===== src/rtl/chipinvaders_pkg.sv =====
// Shared types and helpers for the chipinvaders game-flow blocks.
// Game phases, datapath widths and the frame-timer load helper.
package chipinvaders_pkg;

  localparam int SCORE_W = 16;
  localparam int TIMER_W = 8;

  typedef enum logic [2:0] {
    ATTRACT    = 3'd0,
    PLAY       = 3'd1,
    DYING      = 3'd2,
    WAVE_CLEAR = 3'd3,
    GAME_OVER  = 3'd4
  } game_phase_e;

  // A phase lasting N frames loads N-1 and leaves when the count reads 0; 0 frames behaves as 1.
  function automatic logic [TIMER_W-1:0] timer_load(input int unsigned frames);
    if (frames <= 1) begin
      return '0;
    end else if (frames > (1 << TIMER_W)) begin
      return '1;
    end else begin
      return TIMER_W'(frames - 1);
    end
  endfunction

endpackage


===== src/rtl/frame_tick_gen.sv =====
// Brings the pixel-clock vsync into the clk domain and emits one clk-wide pulse
// per frame, on the cycle after the synchronised rising edge.
module frame_tick_gen (
  input  logic clk,
  input  logic rst_n,
  input  logic vsync,
  output logic frame_tick
);

  logic [1:0] r_sync;
  logic       r_prev;
  logic       r_tick;

  // NOTE: clocked state uses non-blocking (<=) so every flop samples pre-edge values;
  // blocking here would collapse the synchroniser chain into a single stage.
  always_ff @(posedge clk or negedge rst_n) begin
    if (!rst_n) begin
      r_sync <= '0;
      r_prev <= 1'b0;
      r_tick <= 1'b0;
    end else begin
      r_sync <= {r_sync[0], vsync};
      r_prev <= r_sync[1];
      r_tick <= r_sync[1] & ~r_prev;
    end
  end

  assign frame_tick = r_tick;

endmodule


===== src/rtl/game_sequencer.sv =====
// Game-flow controller: steps attract/play/dying/wave-clear/game-over once per frame,
// gates the play datapaths and owns lives, wave, score and hi-score.
module game_sequencer
  import chipinvaders_pkg::*;
#(
  parameter int unsigned LIVES_INIT      = 3,
  parameter int unsigned MAX_WAVE        = 15,
  parameter int unsigned SCORE_PER_ALIEN = 10,
  parameter int unsigned DEATH_FRAMES    = 90,
  parameter int unsigned WAVE_FRAMES     = 60,
  parameter int unsigned OVER_FRAMES     = 180
) (
  input  logic               clk,
  input  logic               rst_n,
  input  logic               vsync,
  input  logic               btn_start,
  input  logic               cannon_hit,
  input  logic               alien_killed,
  input  logic               aliens_cleared,
  input  logic               aliens_landed,
  output logic               frame_tick,
  output game_phase_e        phase,
  output logic               game_active,
  output logic               formation_reset,
  output logic               cannon_reset,
  output logic [2:0]         lives,
  output logic [3:0]         wave,
  output logic [SCORE_W-1:0] score,
  output logic [SCORE_W-1:0] hi_score
);

  localparam int SUM_W = SCORE_W + 1;
  localparam logic [TIMER_W-1:0] DEATH_LOAD = timer_load(DEATH_FRAMES);
  localparam logic [TIMER_W-1:0] WAVE_LOAD  = timer_load(WAVE_FRAMES);
  localparam logic [TIMER_W-1:0] OVER_LOAD  = timer_load(OVER_FRAMES);

  logic               w_frame_tick;
  logic [1:0]         r_btn_sync;
  logic               r_btn_prev;
  logic               w_start;
  logic               r_hit_flag, r_land_flag;
  logic               w_hit, w_landed;

  game_phase_e        r_phase, w_phase_next;
  logic [TIMER_W-1:0] r_timer, w_timer_next;
  logic [2:0]         r_lives, w_lives_next, w_lives_dec;
  logic [3:0]         r_wave, w_wave_next, w_wave_inc;
  logic [SCORE_W-1:0] r_score, r_hi_score, w_hi_next, w_hi_max;
  logic [SUM_W-1:0]   w_score_sum;
  logic               w_score_clear;
  logic               r_form_rst, w_form_rst_next;
  logic               r_cannon_rst, w_cannon_rst_next;

  frame_tick_gen u_frame_tick_gen (
    .clk        (clk),
    .rst_n      (rst_n),
    .vsync      (vsync),
    .frame_tick (w_frame_tick)
  );

  // Button is resynchronised, then edge-detected only at frame rate so bounce within a frame is ignored.
  always_ff @(posedge clk or negedge rst_n) begin
    if (!rst_n) begin
      r_btn_sync <= '0;
      r_btn_prev <= 1'b0;
    end else begin
      r_btn_sync <= {r_btn_sync[0], btn_start};
      if (w_frame_tick) r_btn_prev <= r_btn_sync[1];
    end
  end

  assign w_start = w_frame_tick & r_btn_sync[1] & ~r_btn_prev;

  always_ff @(posedge clk or negedge rst_n) begin
    if (!rst_n) begin
      r_hit_flag  <= 1'b0;
      r_land_flag <= 1'b0;
    end else if (w_frame_tick || (r_phase != PLAY)) begin
      r_hit_flag  <= 1'b0;
      r_land_flag <= 1'b0;
    end else begin
      if (cannon_hit)    r_hit_flag  <= 1'b1;
      if (aliens_landed) r_land_flag <= 1'b1;
    end
  end

  // An event arriving on the tick cycle itself is decided at that tick rather than lost.
  assign w_hit       = r_hit_flag | cannon_hit;
  assign w_landed    = r_land_flag | aliens_landed;
  assign w_lives_dec = (r_lives == 3'd0) ? 3'd0 : r_lives - 3'd1;
  assign w_wave_inc  = (r_wave >= 4'(MAX_WAVE)) ? 4'(MAX_WAVE) : r_wave + 4'd1;
  assign w_hi_max    = (r_score > r_hi_score) ? r_score : r_hi_score;
  assign w_score_sum = {1'b0, r_score} + SUM_W'(SCORE_PER_ALIEN);

  // NOTE: every combinational output is given a default before the case so no path
  // leaves it unassigned, which would otherwise infer a latch.
  always_comb begin
    w_phase_next      = r_phase;
    w_timer_next      = r_timer;
    w_lives_next      = r_lives;
    w_wave_next       = r_wave;
    w_hi_next         = r_hi_score;
    w_score_clear     = 1'b0;
    w_form_rst_next   = 1'b0;
    w_cannon_rst_next = 1'b0;
    if (w_frame_tick) begin
      unique case (r_phase)
        ATTRACT: begin
          if (w_start) begin
            w_phase_next      = PLAY;
            w_lives_next      = 3'(LIVES_INIT);
            w_wave_next       = 4'd0;
            w_score_clear     = 1'b1;
            w_form_rst_next   = 1'b1;
            w_cannon_rst_next = 1'b1;
          end
        end
        PLAY: begin
          if (w_hit) begin
            w_lives_next = w_lives_dec;
            if (w_lives_dec == 3'd0) begin
              w_phase_next = GAME_OVER;
              w_timer_next = OVER_LOAD;
              w_hi_next    = w_hi_max;
            end else begin
              w_phase_next = DYING;
              w_timer_next = DEATH_LOAD;
            end
          end else if (w_landed) begin
            w_lives_next = 3'd0;
            w_phase_next = GAME_OVER;
            w_timer_next = OVER_LOAD;
            w_hi_next    = w_hi_max;
          end else if (aliens_cleared) begin
            w_phase_next = WAVE_CLEAR;
            w_timer_next = WAVE_LOAD;
          end
        end
        DYING: begin
          if (r_timer == '0) begin
            w_phase_next      = PLAY;
            w_cannon_rst_next = 1'b1;
          end else begin
            w_timer_next = r_timer - 1'b1;
          end
        end
        WAVE_CLEAR: begin
          if (r_timer == '0) begin
            w_phase_next      = PLAY;
            w_wave_next       = w_wave_inc;
            w_form_rst_next   = 1'b1;
            w_cannon_rst_next = 1'b1;
          end else begin
            w_timer_next = r_timer - 1'b1;
          end
        end
        GAME_OVER: begin
          if (r_timer == '0) w_phase_next = ATTRACT;
          else               w_timer_next = r_timer - 1'b1;
        end
        default: w_phase_next = ATTRACT;
      endcase
    end
  end

  // Reset pulses are registered alongside the phase so both appear on the same cycle.
  always_ff @(posedge clk or negedge rst_n) begin
    if (!rst_n) begin
      r_phase      <= ATTRACT;
      r_timer      <= '0;
      r_lives      <= 3'd0;
      r_wave       <= 4'd0;
      r_hi_score   <= '0;
      r_form_rst   <= 1'b0;
      r_cannon_rst <= 1'b0;
    end else begin
      r_phase      <= w_phase_next;
      r_timer      <= w_timer_next;
      r_lives      <= w_lives_next;
      r_wave       <= w_wave_next;
      r_hi_score   <= w_hi_next;
      r_form_rst   <= w_form_rst_next;
      r_cannon_rst <= w_cannon_rst_next;
    end
  end

  always_ff @(posedge clk or negedge rst_n) begin
    if (!rst_n) begin
      r_score <= '0;
    end else if (w_score_clear) begin
      r_score <= '0;
    end else if (alien_killed && (r_phase == PLAY)) begin
      r_score <= w_score_sum[SCORE_W] ? '1 : w_score_sum[SCORE_W-1:0];
    end
  end

  assign frame_tick      = w_frame_tick;
  assign phase           = r_phase;
  assign game_active     = (r_phase == PLAY);
  assign formation_reset = r_form_rst;
  assign cannon_reset    = r_cannon_rst;
  assign lives           = r_lives;
  assign wave            = r_wave;
  assign score           = r_score;
  assign hi_score        = r_hi_score;

endmodule

===== config.mk =====
export PLATFORM = sky130hd
export DESIGN_NAME = game_sequencer
export DESIGN_NICKNAME = d
export VERILOG_FILES = /design/src/rtl/chipinvaders_pkg.sv /design/src/rtl/frame_tick_gen.sv /design/src/rtl/game_sequencer.sv
export SDC_FILE = /design/constraint.sdc
export NUM_CORES = 1
export LEC_CHECK = 0
export ABC_CLOCK_PERIOD_IN_PS = 6200
export BUFFER_PORTS_ARGS = -buffer_cell sky130_fd_sc_hd__clkbuf_2
export CORE_MARGIN = 8
export CORE_UTILIZATION = 40
export CTS_CLUSTER_DIAMETER = 80
export DETAILED_ROUTE_END_ITERATION = 10
export PLACE_DENSITY_LB_ADDON = 0.15
export SETUP_SLACK_MARGIN = 0.3
export SLEW_MARGIN = 20
export SYNTH_ARGS = -nofsm -noshare
export SYNTH_HDL_FRONTEND = slang
export SYNTH_SLANG_ARGS = --single-unit

===== constraint.sdc =====
create_clock -name clk -period 6.2 [get_ports clk]
set_input_delay 1.24 -clock clk [delete_from_list [all_inputs] [get_ports clk]]
set_output_delay 1.24 -clock clk [all_outputs]
set_load 0.01 [all_outputs]

==> qor.yml, run 1 <==
outcome: "completed"
core_area_mm2: 0.00906
die_w_um: 112
synth-main-ff-cell: "dfrtp_1"
ir_worst_vdd_mv: 0.177
synth_area_mm2: 0.00366
die_h_um: 112
wl_per_cell_um: 17.1
ant_nets: 0
start_kind: "flop"
drv_slew: 0
cts_root_buffer: "clkbuf_8"
syn_area_per_cell_um2: 9.52
cts_resized: 0
r2r-end: "hi_score[10]$_DFFE_PN0P_"
clock_skew_ns: 0.0141
synth_warnings: 0
setup_viol: 0
cp-end-kind: "output port"
r2r-start: "score[14]$_DFFE_PN0P_"
ctsHtreeMaxLevel: 3
whs_endpoint: "u_frame_tick_gen.r_sync[1]$_DFF_PN0_"
cts_max_path_buffers: 2
yosysUniqueCellTypes: 59
path_clk_slew_ns: 0.07
crit_arrival_ns: 1.70
yosysTopAreaCell: "dfrtp_1"
min_delay_path_depth: 0
placed_area_mm2: 0.00398
ctsHoldBuffers: 0
worst_pin_slew_ns: 0.784
yosysTopAreaCellShare: 0.417
r2r_cells: 6
layout_common_cells: "61 x dfrtp_1, 53 x clkbuf_2, 37 x inv_1"
grt_pass1_wl_mm: 16.0
grt_max_degree: 62
cts_setup_buffers: 0
hold_violations: 0
cp.required_ns: 4.96
powerDensity_mw_per_mm2: 333
grt_pass1_vias: 3204
fp.dieArea_mm2: 0.0125
stdcell_area_mm2: 0.00418
final_common_cell: "dfrtp_1"
firstDrtPassIters: 4
synth_edf_count: 0
dp_slack_ns: 3.20
start_util: 0.404
dr_total_vias: 3146
ys_ff_latch: 61
synthCells: 385
finalCriticalPeriod_ns: 2.94
ys_seq_area_frac: 0.417
via_per_inst: 5.73
fin_crit_sh: 0.474
finalSetupTns_ns: 0
synth_nets: 413
area_growth_pct: 14.0
timing.slew.headroom: 0.472
hp-class: "flop to flop"
grt_overflow: 0
grtUsageTotal: 0.157
async_reset_ff_frac: 1.00
critPathMaxFanout: 9
drt_iter0_drc: 193
ios: 54
diodes: 0
cts_buffers: 9
power_leakage_nw: 1.90
crit_type: "flop to output port"
fin_ws_ns: 3.26
routabilityCongestion: 0.831
dp_hpwl_mm: 6.62
clock_latency_ns: 0.34
placement.io_buffers: 53
timing.fmax_mhz: 340
grt_setup_unrepaired: "no"
fin_util: 0.461
cts_tree: "yes"
rrSetupSlack_ns: 3.33
clock_sinks: 61
drive_gt1_frac: 0.208
netlist_top_cells_area: "dfrtp_1 42%, ha_1 6.8%, a32oi_1 3.8%"
timing.hold.ws_ns: 0.350
rows: 35
drt-total-wl_mm: 9.39
nets: 463
antenna_found_initial: 0
hp-start: "u_frame_tick_gen.r_sync[0]$_DFF_PN0_"
drv_cap: 0
drc: 0
[through the flow]
| step | power [mW] | cells |
|---|---|---|
| 2_1_floorplan | 0.883 | 385 |
| 3_3_place_gp | 1.02 | 535 |
| 3_5_place_dp | 1.02 | 535 |
| 4_1_cts | 1.41 | 549 |
| 5_1_grt | 1.49 | 549 |
| 6_report | 1.39 | 549 |
[layer usage]
| metal | track usage | vias up | share of wire |
|---|---|---|---|
| li1 | - | 1552 | - |
| met3 | 0.0384 | 12 | 0.045 |
| met5 | 0 | - | 0 |
| met4 | 0.0647 | 0 | 0.013 |
| met2 | 0.245 | 66 | 0.47 |
| met1 | 0.203 | 1516 | 0.47 |
[cell families (layout without fill, tap and decap cells)]
group | Yosys count | in the layout | synth area share
mux | 7 | 7 | 0.0205
buf+inv | 57 | 110 | 0.0751
simple gates | 124 | 124 | 0.195
fa+ha+maj | 20 | 20 | 0.0683
flops | 61 | 61 | 0.417
compound gates | 116 | 116 | 0.224
[cell type report]
type                    instances  area [um2]
clock buffers                   9         124
flip-flops and latches         61        1530
clock inverters                 5        77.6
fillers                       891        4890
well taps                     111         139
repair buffers                 57         295
multi-input cells             267        1860
inverters                      39         151
[where the power goes]
group	switching (mW)	internal, mW	total (mW)
Sequential	0.109	0.467	0.576
Clock	0.159	0.220	0.379
Combinational	0.267	0.169	0.436
[worst max-delay path, cell delays in order (launching register included)]
cell and delay (ns):
dfrtp_1 0.51, inv_2 0.06, or3_1 0.52, clkinv_4 0.14, clkbuf_2 0.14
[worst max path at each step]
stage	from	end	slack (ns)	cells past startpoint
final	phase[0]$_DFFE_PN0P_	game_active	3.26	4
after global routing	score[15]$_DFFE_PN0P_	hi_score[4]$_DFFE_PN0P_	3.09	6
after CTS	phase[0]$_DFFE_PN0P_	game_active	3.23	4
after detailed placement	cannon_hit	r_timer[1]$_DFFE_PN0P_	3.20	6
after global placement	cannon_hit	r_timer[1]$_DFFE_PN0P_	3.24	6
after floorplan	cannon_hit	r_timer[0]$_DFFE_PN0P_	3.43	5
[registers in the layout, indices dropped and copies added (netlist names)]
register and cells:
hi_score 16, score 16, r_timer 8, wave 4, lives 3, phase 3
r_btn_sync 2, u_frame_tick_gen.r_sync 2, cannon_reset 1, formation_reset 1, r_btn_prev 1, r_hit_flag 1
r_land_flag 1, u_frame_tick_gen.frame_tick 1, u_frame_tick_gen.r_prev 1
[cell usage after synthesis (3+ instances only)]
cell and number:
nor3_1 9, a31oi_1 9, or4_1 3, clkbuf_1 7
a21oi_1 19, nand2_1 24, nor3b_1 6, o21ai_0 18
mux2_2 4, buf_6 6, o311ai_0 3, inv_1 37
nor2_1 19, o31ai_1 15, dfrtp_1 61, nand4_1 4
nor2b_1 6, buf_2 3, o211ai_1 11, a21o_1 3
nor4_1 18, nand2b_1 3, and3_1 3, mux2i_1 3
a32oi_1 16, or3_1 4, ha_1 20, nand3_1 9
o22a_1 4
(Power assumes the default switching activity.)
==> run 2: changes to the inputs <==
--- a/config.mk
+++ b/config.mk
@@ -5,7 +5,7 @@
 export SDC_FILE = /design/constraint.sdc
 export NUM_CORES = 1
 export LEC_CHECK = 0
-export ABC_CLOCK_PERIOD_IN_PS = 6200
+export ABC_CLOCK_PERIOD_IN_PS = 2810
 export BUFFER_PORTS_ARGS = -buffer_cell sky130_fd_sc_hd__clkbuf_2
 export CORE_MARGIN = 8
 export CORE_UTILIZATION = 40
==> constraint.sdc (replaced) <==
create_clock -name clk -period 2.81 [get_ports clk]
set_input_delay 0.562 -clock clk [delete_from_list [all_inputs] [get_ports clk]]
set_output_delay 0.562 -clock clk [all_outputs]
set_load 0.01 [all_outputs]
==> run 2 against run 1 <==
  * Critical path depth is 2 higher
  * Cell count grew 1.8%
  * Global-route usage is 0.34 points higher
  * Combinational power up 140%
  * Critical path type is now flop to flop
==> qor.yml, run 2 (synthesis results as in run 1) <==
fp.dieArea_mm2: 0.0125  # unchanged
grt_overflow: 0  # unchanged
crit_type: "flop to flop"
area_growth_pct: 16.0
path_buf_inv: 0  # -3
cp-end-kind: "flop"
cts_resized: 0  # unchanged
placed_area_mm2: 0.00405  # +1.8%
wl_per_cell_um: 17.4  # +1.5%
via_per_inst: 5.79  # +0.99%
core_area_mm2: 0.00906  # unchanged
fill_cells: 891  # unchanged
dr_total_vias: 3235  # +2.8%
pwr-share-seq: 0.405  # -0.009
cts_root_buffer: "clkbuf_8"
layout_common_cells: "61 x dfrtp_1, 53 x clkbuf_2, 37 x inv_1"
ctsHtreeMaxLevel: 3  # unchanged
path_clk_slew_ns: 0.07  # about the same
critPathMaxFanout: 16  # +7
outcome: "completed"
ant_nets: 0  # unchanged
ir_worst_vdd_mv: 0.430  # +140%
rows: 35  # unchanged
drc: 0  # unchanged
nets: 471  # +1.7%
fin_util: 0.469  # +0.00814
timing.hold.ws_ns: 0.256  # -0.0942 ns
firstDrtPassIters: 4  # unchanged
final_common_cell: "dfrtp_1"
total_power_mw: 3.07  # +120%
grt_setup_unrepaired: "no"
hold_violations: 0  # unchanged
p_sw_frac: 0.391  # +0.00668
antenna_found_initial: 0  # unchanged
placement.io_buffers: 53  # unchanged
grt_max_degree: 39  # -37%
drv_slew: 0  # unchanged
die_h_um: 112  # unchanged
clock_latency_ns: 0.34  # about the same
clkPwrFrac: 0.254  # -0.018
grt_pass1_vias: 3232  # +0.87%
routabilityCongestion: 0.826  # -0.65%
grt_pass1_wl_mm: 16.2  # +1.4%
dp_hpwl_mm: 6.98  # +5.4%
start_kind: "flop"
finalSetupTns_ns: 0  # unchanged
die_w_um: 112  # unchanged
drt-total-wl_mm: 9.71  # +3.4%
drive_gt1_frac: 0.223  # +0.0155
cts_tree: "yes"
ios: 54  # unchanged
drv_cap: 0  # unchanged
cp.required_ns: 3.04  # -1.92 ns
diodes: 0  # unchanged
drt_iter0_drc: 152  # -21%
timing.slew.headroom: 0.552  # +0.0796
power.internal_mw: 1.87  # +120%
clock_skew_ns: 0.0159  # +0.00179 ns
fin_crit_sh: 0.826
cts_setup_buffers: 0  # unchanged
clock_sinks: 61  # unchanged
grtUsageTotal: 0.160  # +0.00337
timing.fmax_mhz: 431
finalCriticalPeriod_ns: 2.32
ctsHoldBuffers: 0  # unchanged
regArea_mm2: 0.00153  # unchanged
worst_pin_slew_ns: 0.672  # -0.112 ns
cpPeakStageDelay_ns: 0.46  # -0.06 ns
power_leakage_nw: 1.95  # +3.0%
start_util: 0.404  # unchanged
cts_max_path_buffers: 2  # unchanged
cp_slowest_cell: "dfrtp_1"
crit_chain: "ha_1, nand4_1, nor4_4, o21ai_2, and3_2, o31ai_1"
powerDensity_mw_per_mm2: 723  # +120%
crit_arrival_ns: 2.55  # +0.85 ns
multiInputGateArea_mm2: 0.00187  # +0.54%
setup_viol: 0  # unchanged
stdcell_area_mm2: 0.00425  # +1.8%
combPwrFrac: 0.341  # +0.028
hp-class: "primary input to asynchronous set/reset pin"
path_delay_family: "simple AND/OR/NAND/NOR gates"
p_switching_mw: 1.20  # +120%
cts_buffers: 9  # unchanged
## run 2: cell type report
| cell class | count | share of cell area |
|---|---|---|
| clock inverter | 4 | 0.0112 |
| multi-input combinational | 267 | 0.441 |
| tap | 111 | 0.0327 |
| inverter | 39 | 0.0356 |
| timing repair buffer | 65 | 0.0865 |
| clock buffer | 12 | 0.0341 |
| sequential | 61 | 0.359 |
## run 2: power by group through the flow
stage,registers (mW),logic [mW],clock network (mW)
CTS,1.24,1.06,0.808
finish,1.24,1.05,0.781
floorplan,1.25,0.701,0
global placement,1.25,1.05,0
detailed placement,1.26,1.06,0
global route,1.27,1.18,0.846
## run 2: worst paths after layout
| check | endpoint | cells after the start | slack, ns | from |
|---|---|---|---|---|
| worst max-delay path | hi_score[5]$_DFFE_PN0P_ | 6 | 0.49 | score[15]$_DFFE_PN0P_ |
| worst min-delay path | wave[3]$_DFFE_PN0P_ | 1 | 0.26 | rst_n |
| worst max register to register | hi_score[5]$_DFFE_PN0P_ | 6 | 0.49 | score[15]$_DFFE_PN0P_ |
| worst min register to register | r_btn_sync[1]$_DFF_PN0_ | 0 | 0.36 | r_btn_sync[0]$_DFF_PN0_ |
| max in group asynchronous | hi_score[6]$_DFFE_PN0P_ | 2 | 1.91 | rst_n |
| min in group clk | u_frame_tick_gen.r_sync[0]$_DFF_PN0_ | 1 | 0.34 | vsync |
## run 2: per-layer routing
metal  vias to the layer above  share of wire  global-route usage
met1                      1558           0.46               0.208
li1                       1573              -                   -
met2                        88           0.47               0.252
met4                         0          0.018              0.0665
met3                        16          0.052              0.0357
met5                         -              0                   0
## run 2: through the flow
stage	cells	worst slack (ns)
6_report	559	0.490
5_1_grt	559	0.309
4_1_cts	559	0.339
3_5_place_dp	543	0.355
3_3_place_gp	543	0.492
2_1_floorplan	385	0.511
==> run 3: changes to the inputs <==
--- a/config.mk
+++ b/config.mk
@@ -5,7 +5,8 @@
 export SDC_FILE = /design/constraint.sdc
 export NUM_CORES = 1
 export LEC_CHECK = 0
-export ABC_CLOCK_PERIOD_IN_PS = 2810
+export ABC_AREA = 1
+export ABC_CLOCK_PERIOD_IN_PS = 2200
 export BUFFER_PORTS_ARGS = -buffer_cell sky130_fd_sc_hd__clkbuf_2
 export CORE_MARGIN = 8
 export CORE_UTILIZATION = 40
==> constraint.sdc (replaced) <==
create_clock -name clk -period 2.2 [get_ports clk]
set_input_delay 0.44 -clock clk [delete_from_list [all_inputs] [get_ports clk]]
set_output_delay 0.44 -clock clk [all_outputs]
set_load 0.01 [all_outputs]
==> run 3 against run 2 <==
  * Count of clock-buffer cells in the layout unchanged
  * Die area decreased by 3.0%
  * Sequential cell count unchanged
  * Register-to-register slack got worse by 0.06 ns
  * Cell count increased by 16%
  * Sequential share of layout area decreased by 0.25 points
  * Power increased by 100%
  * Critical path depth decreased by 2
  * Highest routed layer unchanged
==> qor.yml, run 3 <==
crit_type: "flop to output port"
drt_iter0_drc: 187  # +23%
clock_sinks: 61  # unchanged
fp.dieArea_mm2: 0.0121  # -3.0%
cts_max_path_buffers: 2  # unchanged
stdcell_area_mm2: 0.00429  # +0.94%
grt_pass1_wl_mm: 14.4  # -11%
hp-class: "primary input to asynchronous set/reset pin"
ctsHtreeMaxLevel: 3  # unchanged
outcome: "completed"
timing.hold.ws_ns: 0.0922  # -0.164 ns
crit_chain: "inv_2, nand2_1, nor2_4, clkbuf_2"
rows: 34  # -2.9%
hold_violations: 0  # unchanged
grt_pass1_vias: 2992  # -7.4%
final_common_cell: "nand2_1"
grt_setup_unrepaired: "yes"
finalCriticalPeriod_ns: 1.80
wl_per_cell_um: 13.5  # -22%
worst_pin_slew_ns: 0.416  # -0.256 ns
critPathMaxFanout: 6  # -10
post-synth-top-count-cell: "nand2_1"
instances_no_fill: 646  # +16%
synthTopCellsByCount: "140 x nand2_1, 61 x dfrtp_1, 60 x inv_1, 42 x nand3_1, 29 x nor2_1"
cts_buffers: 9  # unchanged
synth-main-ff-cell: "dfrtp_1"
synth_edf_count: 0  # unchanged
dr_total_vias: 3147  # -2.7%
clock_latency_ns: 0.34  # about the same
finalSetupTns_ns: 0  # unchanged
place_inst: 628  # +16%
synth_warnings: 0  # unchanged
netlist_top_cells_area: "dfrtp_1 43%, nand2_1 15%, ha_1 7.1%"
clock_skew_ns: 0.0103  # -0.00564 ns
ant_nets: 0  # unchanged
routabilityCongestion: 0.870  # +5.3%
start_util: 0.409  # +0.00517
drv_cap: 0  # unchanged
power_leakage_nw: 2.27  # +16%
ios: 54  # unchanged
via_per_inst: 4.87  # -16%
die_w_um: 110  # -1.5%
diodes: 0  # unchanged
grt_max_degree: 62  # +59%
yosysTopAreaCellShare: 0.432  # +0.0152
cts_root_buffer: "clkbuf_8"
cts_tree: "yes"
drive_gt1_frac: 0.216  # -0.00760
crit_arrival_ns: 1.36  # -1.19 ns
fin_crit_sh: 0.820
powerDensity_mw_per_mm2: 1470  # +100%
ys_ff_latch: 61  # unchanged
start_kind: "flop"
timing.slew.headroom: 0.721  # +0.169
yosysUniqueCellTypes: 35  # -41%
core_area_mm2: 0.00864  # -4.7%
firstDrtPassIters: 5  # +1
synth_area_mm2: 0.00354  # -3.5%
ys_seq_area_frac: 0.432  # +0.0152
dp_hpwl_mm: 6.50  # -6.8%
async_reset_ff_frac: 1.00  # unchanged
area_growth_pct: 21.3
drt-total-wl_mm: 8.70  # -10%
top_layer_used: "met4"
syn_area_per_cell_um2: 7.69  # -19%
total_power_mw: 6.29  # +100%
dp_slack_ns: 0.300  # -0.0553 ns
synth_nets: 488  # +18%
layout_common_cells: "139 x nand2_1, 60 x inv_1, 58 x dfrtp_1"
grt_overflow: 0  # unchanged
fin_util: 0.497  # +0.0279
timing.fmax_mhz: 555
drv_slew: 0  # unchanged
cp-end-kind: "output port"
wl_met1_mm: 4.08  # -9.1%
placed_area_mm2: 0.00400  # -1.1%
wl_met2_mm: 4.04  # -11%
cp_slowest_cell: "dfrtp_1"
fin_ws_ns: 0.397  # -0.0929 ns
grtUsageTotal: 0.152  # -0.00818
setup_viol: 0  # unchanged
drc: 0  # unchanged
ir_worst_vdd_mv: 0.718  # +67%
cpPeakStageDelay_ns: 0.44  # -0.02 ns
synthCells: 460  # +19%
cp.required_ns: 1.76  # -1.28 ns
antenna_found_initial: 0  # unchanged
placement.io_buffers: 53  # unchanged
nets: 561  # +19%
yosysTopAreaCell: "dfrtp_1"
die_h_um: 110  # -1.5%
met3RoutedLength_um: 467  # -8.1%
path_clk_slew_ns: 0.07  # about the same
[run 3: cell types whose count changed after synthesis, moves of 7 or more]
cell     change
o21ai_1     +11
nor4_1      -18
nand3_1     +33
nor2_1      +10
inv_1       +23
inv_2        +7
nand2_1    +116
a31oi_1      -9
a32oi_1     -16
o31ai_1     -14
[run 3: power by group]
group / total, mW / internal (mW) / switching [mW]
Combinational: 3.26 / 1.19 / 2.07
Clock: 1.24 / 0.783 / 0.461
Sequential: 1.79 / 1.45 / 0.339
[run 3: timing repair]
item	4_1_cts	5_1_grt
setup endpoints to repair	16	17
gates resized for setup	3	7
buffers inserted	0	2
hold buffers	0	0
pin swaps	0	1
[run 3: critical path, delay by kind of cell (launching register included)]
kind	cells	cell delay [ns]
buf+inv	2	0.26
simple gates	2	0.32
flops	1	0.44
[run 3: metal layers]
metal / vias to the layer above / GRT usage
met5: - / 0
met4: 0 / 0.0540
met3: 10 / 0.0349
met2: 62 / 0.244
met1: 1445 / 0.196
li1: 1630 / -
[run 3: path summary, 6_finish.rpt]
check	start	to	slack, ns	cells after the start
max in group asynchronous	rst_n	score[5]$_DFFE_PN0P_	1.81	2
min reg2reg	r_btn_sync[0]$_DFF_PN0_	r_btn_sync[1]$_DFF_PN0_	0.36	0
min in group clk	vsync	u_frame_tick_gen.r_sync[0]$_DFF_PN0_	0.20	1
max	phase[2]$_DFFE_PN0P_	game_active	0.40	4
min	rst_n	wave[2]$_DFFE_PN0P_	0.09	2
max reg2reg	score[15]$_DFFE_PN0P_	hi_score[5]$_DFFE_PN0P_	0.43	10
[run 3: cell type report]
| type | instances | area (um2) |
|---|---|---|
| Multi-Input combinational cell | 326 | 1740 |
| Clock buffer | 12 | 145 |
| Timing Repair Buffer | 67 | 387 |
| Tap cell | 108 | 135 |
| Fill cell | 850 | 4350 |
| Inverter | 68 | 255 |
| Sequential cell | 61 | 1530 |
| Clock inverter | 4 | 95.1 |
[run 3: cells by family (layout without fill, tap and decap cells)]
logic type               after synthesis  count (layout)  synth area share
buffers and inverters                 73             151            0.0824
AND/OR/NAND/NOR                      243             243             0.305
AO/OA/AOI/OAI                         60              60             0.102
flip-flops                            61              61             0.432
adder cells (fa/ha/maj)               20              20            0.0708
XOR/XNOR                               3               3           0.00743
